`config.mk`:
```
export PLATFORM = sky130hd
export DESIGN_NAME = cpu_run_ctrl
export DESIGN_NICKNAME = d
export VERILOG_FILES = /design/src/rtl/cpu_run_ctrl.sv
export SDC_FILE = /design/constraint.sdc
export NUM_CORES = 1
export LEC_CHECK = 0
export CAP_MARGIN = 20
export CORE_UTILIZATION = 45
export CTS_CLUSTER_SIZE = 20
export DETAILED_ROUTE_END_ITERATION = 16
export PLACE_DENSITY = 0.73
export SETUP_SLACK_MARGIN = 0.3
export SYNTH_ARGS = -nofsm -noshare
export SYNTH_HDL_FRONTEND = slang
export SYNTH_SLANG_ARGS = --single-unit
export TNS_END_PERCENT = 30
```
`constraint.sdc`:
```
create_clock -name clk -period 5 [get_ports clk]
set_input_delay 1 -clock clk [delete_from_list [all_inputs] [get_ports clk]]
set_output_delay 1 -clock clk [all_outputs]
set_load 0.03 [all_outputs]
```
`src/rtl/cpu_run_ctrl.sv`:
```
// Run controller for a single-cycle RV32I core: sequences core reset, counts cycles and
// retirements, and stops the run on ebreak, ecall, a jump-to-self loop or a timeout.
module cpu_run_ctrl #(
  parameter int XLEN       = 32,
  parameter int RST_CYCLES = 2,
  parameter int MAX_CYCLES = 85,
  parameter int LOOP_LIMIT = 4,
  parameter int CNT_W      = 16
) (
  input  logic             clk,
  input  logic             rst,
  input  logic             start,
  input  logic [XLEN-1:0]  pc,
  input  logic [31:0]      inst,
  input  logic             inst_valid,
  output logic             core_rst,
  output logic             busy,
  output logic             done,
  output logic [2:0]       halt_code,
  output logic [CNT_W-1:0] cycle_cnt,
  output logic [CNT_W-1:0] instret
);

  typedef enum logic [1:0] {IDLE, RESET, RUN, DONE} state_t;

  localparam logic [31:0]      EBREAK     = 32'h00100073;
  localparam logic [31:0]      ECALL      = 32'h00000073;
  localparam logic [CNT_W-1:0] TIMEOUT_AT = CNT_W'(MAX_CYCLES - 1);
  localparam logic [7:0]       RST_LAST   = 8'(RST_CYCLES - 1);
  localparam logic [3:0]       LOOP_LAST  = 4'(LOOP_LIMIT - 1);

  localparam logic [2:0] HC_NONE    = 3'd0;
  localparam logic [2:0] HC_EBREAK  = 3'd1;
  localparam logic [2:0] HC_ECALL   = 3'd2;
  localparam logic [2:0] HC_LOOP    = 3'd3;
  localparam logic [2:0] HC_TIMEOUT = 3'd4;

  state_t            state;
  state_t            state_nxt;
  logic [7:0]        rst_cnt;
  logic [3:0]        loop_cnt;
  logic [XLEN-1:0]   last_pc;
  logic              last_vld;
  logic              pc_match;
  logic              clear;
  logic [2:0]        halt_nxt;

  always_comb begin
    state_nxt = state;
    halt_nxt  = HC_NONE;
    clear     = 1'b0;
    pc_match  = inst_valid && last_vld && (pc == last_pc);
    case (state)
      IDLE, DONE: begin
        if (start) begin
          state_nxt = RESET;
          clear     = 1'b1;
        end
      end
      RESET: begin
        if (rst_cnt == RST_LAST) state_nxt = RUN;
      end
      RUN: begin
        // Priority order matters: an ecall at a looping PC still reports as ecall.
        if (inst_valid && inst == EBREAK)          halt_nxt = HC_EBREAK;
        else if (inst_valid && inst == ECALL)      halt_nxt = HC_ECALL;
        else if (pc_match && loop_cnt == LOOP_LAST) halt_nxt = HC_LOOP;
        else if (cycle_cnt == TIMEOUT_AT)          halt_nxt = HC_TIMEOUT;
        if (halt_nxt != HC_NONE) state_nxt = DONE;
      end
      default: state_nxt = IDLE;
    endcase
  end

  // Status outputs are flops loaded from the next state so nothing is combinational from inputs.
  always_ff @(posedge clk or negedge rst) begin
    if (!rst) begin
      state    <= IDLE;
      core_rst <= 1'b1;
      busy     <= 1'b0;
      done     <= 1'b0;
    end else begin
      state    <= state_nxt;
      core_rst <= (state_nxt != RUN);
      busy     <= (state_nxt == RESET) || (state_nxt == RUN);
      done     <= (state_nxt == DONE);
    end
  end

  always_ff @(posedge clk or negedge rst) begin
    if (!rst) begin
      rst_cnt   <= '0;
      loop_cnt  <= '0;
      last_pc   <= '0;
      last_vld  <= 1'b0;
      cycle_cnt <= '0;
      instret   <= '0;
      halt_code <= HC_NONE;
    end else if (clear) begin
      rst_cnt   <= '0;
      loop_cnt  <= '0;
      last_pc   <= '0;
      last_vld  <= 1'b0;
      cycle_cnt <= '0;
      instret   <= '0;
      halt_code <= HC_NONE;
    end else begin
      if (state == RESET) rst_cnt <= rst_cnt + 8'd1;
      if (state == RUN) begin
        if (cycle_cnt != '1) cycle_cnt <= cycle_cnt + 1'b1;
        if (inst_valid) begin
          if (instret != '1) instret <= instret + 1'b1;
          last_pc  <= pc;
          last_vld <= 1'b1;
          loop_cnt <= pc_match ? loop_cnt + 4'd1 : 4'd0;
        end
        if (halt_nxt != HC_NONE) halt_code <= halt_nxt;
      end
    end
  end

endmodule

```
==> results.md, run 1 <==
* Arr. time, crit path at 3.00 ns
* Placed cells at roughly 730
* Core ar. at about 9900 um^2
* Number of different library cells in the post-synthesis netlist at 60
* Die Wd at 104 um
* Worst R2R Setup Slack at between 2 and 2.5 ns
* WL final at roughly 11000 um
* 1st-iter DRT viols at 225
* Initial antenna violation count at 0
* Multi-input logic area at approximately 2400 um^2
* Required time of the critical path at between 5 and 6 ns
* RR Endpoint: instret[3]$_DFFE_PN0P_
* RSZ-0062 raised after global routing: false
* Worst Min Path Start: last_vld$_DFFE_PN0P_
* Asr flop ratio synth at 1.00
* Vias per inst at between 5 and 6
* Post-cts sizing count at 0
* Buffers on Ports at roughly 110
* Synth Register Bits at 85
* Rel. slew slack at 0.434
* Leading cell type in the layout, fill and taps excluded: clkdlybuf4s50_1
* Final hold violation count at 0
* GRT overflow at 0
* # rows at 36
* Die area at between 10000 and 15000 um^2
* DRC Markers at 0
* CP cell instances: clkdlybuf4s50_1, xnor2_1, o2111ai_1, nor4_1, nand4_2, o21ai_0, ha_1
* Register Area at ~2100 um^2
* TritonCTS Buffers at 9
* First-pass iteration count of the detailed router at 4
* Achievable Freq at roughly 360 MHz
* Clock transition at path regs at ~0.090 ns
* Yosys warning count at 0
* Tcrit/Tclk final at 0.551
* Vias in the first global route at approximately 4000
* # IOs at approximately 110
* Hold crit path type: reg -> reg
* Cts hold-fix bufs at 0
* Most frequent cells in the layout: clkdlybuf4s50_1 (104), nand2_1 (87), dfrtp_1 (84)
* Slew Limit Fails at 0
* Post-Syn Nets at between 500 and 600
* Crit Path Max Fanout at 10
* Final setup viols at 0
* HPWL Detailed at ~7800 um
* Final cell count without fillers at around 750
* Area delta synth->final at 29.7%
* Hold slack at roughly 0.54 ns
* Post-layout net count at 685
* Power consumption at 1890 uW
* Max clock buf depth at 2
* Hold Crit Depth at 2
* GRT Total Usage at 0.214
* Seq/Total Area, Yosys at 0.457
* Reg2reg path depth at 7
* CP peak stage delay at around 0.53 ns
* Status: completed
* Critical path type: in -> reg
* CP Capture Type: flip-flop
* Worst-Margin Slew at roughly 0.85 ns
* Crit path max-delay cell type: clkdlybuf4s50_1
* Clock Latency Late Sink at 0.36 ns
* CTS sink cnt at 85
* Clock Skews at about 0.018 ns
* First-pass GRT wire length at 18800 um
* Cells after Synth at a little over 500
* FILL cells at roughly 860
* Ys flop type: dfrtp_1
* Setup crit start kind: primary input
* Origin of the critical flop-to-flop path: state[0]$_DFF_PN0_
* Pwr dens at around 310 nW/um^2
* Post-synth EDFFs at 0
* RePlAce Congestion at 0.825
* H-tree depth at 3
* Share of layout cells above drive strength 1 at 0.0653
* CTS tree: built
* # Post-CTS Setup Buffers at 0
* Post-route ant nets at 0
* Synthesized area at ~4700 um^2
* WL per Instance at between 15 and 20 um
* Min-Delay Endpoint: last_vld$_DFFE_PN0P_
* Max Cap Viol at 0
* Peak VDD IR at between 0.0002 and 0.00025 V
* Mean Syn Cell Area at about 9 um^2
* # diodes at 0
* Leakage at ~0.0024 uW
* Root buf cell: clkbuf_8
* Setup TNS Final at 0 ns
* Layout Utilization at 0.610
* Initial Utilization at 0.470
* Total number of vias at about 4100
* Pin count of the biggest net entering global routing at between 80 and 90
* Die H at a little over 100 um
* Final min period at about 2.8 ns
[worst max-delay path, delay by kind of cell]
kind / cells / cell delay (ns)
XOR/XNOR: 1 / 0.16
AO/OA/AOI/OAI: 2 / 0.39
adder cells (fa/ha/maj): 1 / 0.25
AND/OR/NAND/NOR: 2 / 0.67
buffers and inverters: 1 / 0.53
[sequential cells by signal, summed over array words and instances (netlist names)]
name       count
last_pc       32
done           1
busy           1
core_rst       1
state          2
halt_code      3
last_vld       1
rst_cnt        8
loop_cnt       4
cycle_cnt     16
instret       16
[cells in the mapped netlist (2+ instances only)]
master     instances  area [um^2]
and4b_1            2         20.0
nor2b_1            9         56.3
ha_1               9          113
and3_1             7         43.8
o21a_1             3         22.5
buf_1              4         15.0
o21ai_1            5         25.0
a2111oi_0          2         17.5
a21oi_1           47          235
a31oi_1            2         12.5
o211a_1            2         20.0
buf_2              5         25.0
nor3_1            11         55.1
nand4_1           16          100
o22ai_1            4         25.0
dfrtp_1           84         2100
xor2_1             5         43.8
nand2_1           87          327
nand3_1           19         95.1
nand4_2            3         37.5
nor2_1            32          120
or3_1              8         50.1
and4_1             3         26.3
a211oi_1          10         75.1
inv_1             15         56.3
buf_6              2         22.5
clkbuf_1          11         41.3
a2111oi_2          2         30.0
o211ai_1           2         15.0
o21ai_0           14         70.1
xnor2_1           42          368
nor4b_1            2         17.5
nor4_1            10         62.6
and2_1             2         12.5
or4_1              2         15.0
[where the power goes]
group	total (uW)	internal, uW	switching [uW]
clock network	507	247	260
registers	817	760	57.1
logic	567	219	347
[per-layer routing]
layer  track usage  wire (um)  part of all wire  up-vias
met3        0.0459        587             0.052        8
met5             0          0                 0        -
met4        0.0673        105            0.0093        0
met1         0.291       5210              0.46     2019
met2         0.343       5340              0.47      109
li1              -          -                 -     2004
[area by class of cell]
class                      count  share of cell area
clock buffer                  10              0.0228
clock inverter                 6              0.0116
inverter                      15             0.00931
multi-input combinational    386               0.393
sequential                    85               0.352
tap                          133              0.0275
timing repair buffer         111               0.184
[metrics by stage]
step | setup WS (ns) | area (um^2)
after floorplan | 2.62 | 4660
after global placement | 1.92 | 5810
after detailed placement | 1.88 | 5810
after CTS | 2.26 | 6020
after global routing | 2.14 | 6050
final | 2.25 | 6050
[logic make-up after synthesis]
logic type	Yosys count	synth area share
adder cells (fa/ha/maj)	9	0.0242
AO/OA/AOI/OAI	106	0.147
buffers and inverters	37	0.0344
AND/OR/NAND/NOR	223	0.247
flip-flops	85	0.457
XOR/XNOR	47	0.0883
multiplexers	1	0.00242
[how the worst max path moves through the flow]
stage | startpoint | endpoint | slack [ns] | cells after the start
finish | pc[8] | busy$_DFF_PN0_ | 2.25 | 7
global route | pc[8] | busy$_DFF_PN0_ | 2.14 | 7
CTS | pc[8] | busy$_DFF_PN0_ | 2.26 | 7
detailed placement | pc[8] | busy$_DFF_PN0_ | 1.88 | 7
global placement | pc[8] | busy$_DFF_PN0_ | 1.92 | 7
floorplan | pc[27] | busy$_DFF_PN0_ | 2.62 | 6
Power figures use the tool's default switching activity.
==> inputs of run 2 (changes only) <==
--- a/config.mk
+++ b/config.mk
@@ -9,7 +9,7 @@
 export CORE_UTILIZATION = 45
 export CTS_CLUSTER_SIZE = 20
 export DETAILED_ROUTE_END_ITERATION = 16
-export PLACE_DENSITY = 0.73
+export PLACE_DENSITY = 0.76
 export SETUP_SLACK_MARGIN = 0.3
 export SYNTH_ARGS = -nofsm -noshare
 export SYNTH_HDL_FRONTEND = slang
==> constraint.sdc (replaced) <==
create_clock -name clk -period 2.5 [get_ports clk]
set_input_delay 0.5 -clock clk [delete_from_list [all_inputs] [get_ports clk]]
set_output_delay 0.5 -clock clk [all_outputs]
set_load 0.03 [all_outputs]
==> run 2 against run 1 <==
Against the previous run: clock-buffer cell count grew 1; hold slack worse by 0.46 ns; sequential share of layout area is 0.37 points lower; sequential power is 100% higher; critical endpoint unchanged.
==> results.md, run 2 (synthesis results as in run 1) <==
* CP cell instances: clkdlybuf4s50_1, xnor2_1, o2111ai_1, nor4_1, nand4_2, o21ai_0, ha_1 (unchanged)
* Share of layout cells above drive strength 1 at 0.0805 (was 0.0653)
* Leading cell type in the layout, fill and taps excluded: clkdlybuf4s50_1 (unchanged)
* Pwr dens at 630 nW/um^2 (was 313 nW/um^2)
* Top reg by flops: last_pc (unchanged)
* Buffers on Ports at 105 (unchanged)
* 1st-iter DRT viols at 270 (was 225)
* Crit path max-delay cell type: clkdlybuf4s50_1 (unchanged)
* Cell area after layout at 6110 um^2 (was 6050 um^2)
* Slew Limit Fails at 0 (unchanged)
* Power consumption at 3850 uW (was 1890 uW)
* Hold crit path type: in -> async (was reg -> reg)
* Total number of vias at 4132 (was 4140)
* Most frequent cells in the layout: clkdlybuf4s50_1 (104), nand2_1 (87), dfrtp_1 (84) (unchanged)
* Vias in the first global route at 4077 (was 3995)
* Crit Path Max Fanout at 2 (was 10)
* HPWL Detailed at 8010 um (was 7840 um)
* Crit-path leading delay family: simple AND/OR/NAND/NOR gates (unchanged)
* Arr. time, crit path at 2.41 ns (was 3.00 ns)
* GRT Total Usage at 0.220 (was 0.214)
* RePlAce Congestion at 0.832 (was 0.825)
* Clock Skews at 0.0115 ns (was 0.0176 ns)
* Final worst slack at 0.353 ns (was 2.25 ns)
* Clock transition at path regs at 0.09 ns (about the same)
* Top Registers: last_pc: 32 flops, cycle_cnt: 16 flops, instret: 16 flops (unchanged)
* Critical path type: in -> reg (unchanged)
* Placement Cell Area at 5890 um^2 (was 5810 um^2)
* Worst path bufs/invs at 1 (unchanged)
* H-tree depth at 3 (unchanged)
* Post-route ant nets at 0 (unchanged)
* CTS sink cnt at 85 (unchanged)
* Root buf cell: clkbuf_8 (unchanged)
* RSZ-0062 raised after global routing: true (was false)
* Status: completed (unchanged)
* Achievable Freq at between 400 and 500 MHz
* DRC Markers at 0 (unchanged)
* Max Cap Viol at 0 (unchanged)
* Setup WS pre-CTS at -0.0123 ns (was 1.88 ns)
* Tcrit/Tclk final at 0.859
* Setup crit start kind: primary input (unchanged)
* Area delta synth->final at 31.1% (was 29.7%)
* Die H at 104 um (unchanged)
* Leakage at 0.00240 uW (was 0.00237 uW)
* CP Capture Type: flip-flop (unchanged)
* Core ar. at 9910 um^2 (unchanged)
* GRT overflow at 0 (unchanged)
* # rows at 36 (unchanged)
* TritonCTS Buffers at 9 (unchanged)
* Required time of the critical path at 2.76 ns (was 5.24 ns)
* Clock Latency Late Sink at 0.38 ns (was 0.36 ns)
* WL final at 11300 um (was 11200 um)
* Worst R2R Setup Slack at 0.40 ns (was 2.49 ns)
* CP peak stage delay at 0.45 ns (was 0.53 ns)
* Initial antenna violation count at 0 (unchanged)
* Peak VDD IR at 0.000417 V (was 0.000211 V)
* WL per Instance at 15.0 um (was 15.1 um)
* Rel. slew slack at 0.552 (was 0.434)
* Die Wd at 104 um (unchanged)
* Die area at 10800 um^2 (unchanged)
* First-pass iteration count of the detailed router at 7 (was 4)
* Worst-Margin Slew at 0.667 ns (was 0.849 ns)
* Max clock buf depth at 2 (unchanged)
* Final setup viols at 0 (unchanged)
* Final hold violation count at 0 (unchanged)
* Initial Utilization at 0.470 (unchanged)
* # IOs at 106 (unchanged)
* First-pass GRT wire length at 19200 um (was 18800 um)
* CTS tree: built (unchanged)
* Largest register FFs at 32 (unchanged)
* Final min period at 2.15 ns
* Pin count of the biggest net entering global routing at 50 (was 86)
* Post-layout net count at 693 (was 685)
* # Post-CTS Setup Buffers at 0 (unchanged)
* Vias per inst at 5.47 (was 5.55)
* Hold slack at 0.0797 ns (was 0.536 ns)
[run 2: cell type report]
cell class / instances / area [um^2]
Multi-Input combinational cell: 386 / 2380
Clock inverter: 5 / 58.8
Sequential cell: 85 / 2130
Inverter: 15 / 56.3
Antenna cell: 1 / 2.50
Clock buffer: 11 / 151
Fill cell: 856 / 3800
Timing Repair Buffer: 119 / 1170
Tap cell: 133 / 166
[run 2: per-layer routing]
layer | share of wire | global-route usage | routed length [um]
met1 | 0.47 | 0.287 | 5310
met2 | 0.47 | 0.354 | 5300
met3 | 0.051 | 0.0566 | 581
met4 | 0.012 | 0.0806 | 141
met5 | 0 | 0 | 0
[run 2: stage by stage]
stage          TNS [ns]  instances   util
2_1_floorplan         0        508      -
3_3_place_gp          0        738  0.595
3_5_place_dp    -0.0123        738  0.595
4_1_cts               0        754  0.616
5_1_grt               0        754  0.616
6_report              0        755  0.617
[run 2: final timing paths]
path                                                 end  cells past startpoint                startpoint
min in group clk                    last_vld$_DFFE_PN0P_                      2      last_vld$_DFFE_PN0P_
worst min-delay path            cycle_cnt[6]$_DFFE_PN0P_                      1                       rst
worst max register to register            busy$_DFF_PN0_                      8  cycle_cnt[0]$_DFFE_PN0P_
worst min register to register      last_vld$_DFFE_PN0P_                      2      last_vld$_DFFE_PN0P_
worst max-delay path                      busy$_DFF_PN0_                      7                     pc[8]
max in group asynchronous             core_rst$_DFF_PN1_                      2                       rst
[run 2: repair_timing]
item,CTS,global route
gates resized for setup,0,2
setup endpoints to repair,0,9
hold buffers,0,0
[run 2: power breakdown]
| part | internal (uW) | leakage [uW] | switching (uW) | total (uW) |
|---|---|---|---|---|
| combinational | 475 | 0.00113 | 703 | 1180 |
| sequential | 1520 | 0.00118 | 116 | 1630 |
| clock | 516 | 0.000102 | 522 | 1040 |
| total | 2510 | 0.00240 | 1340 | 3850 |
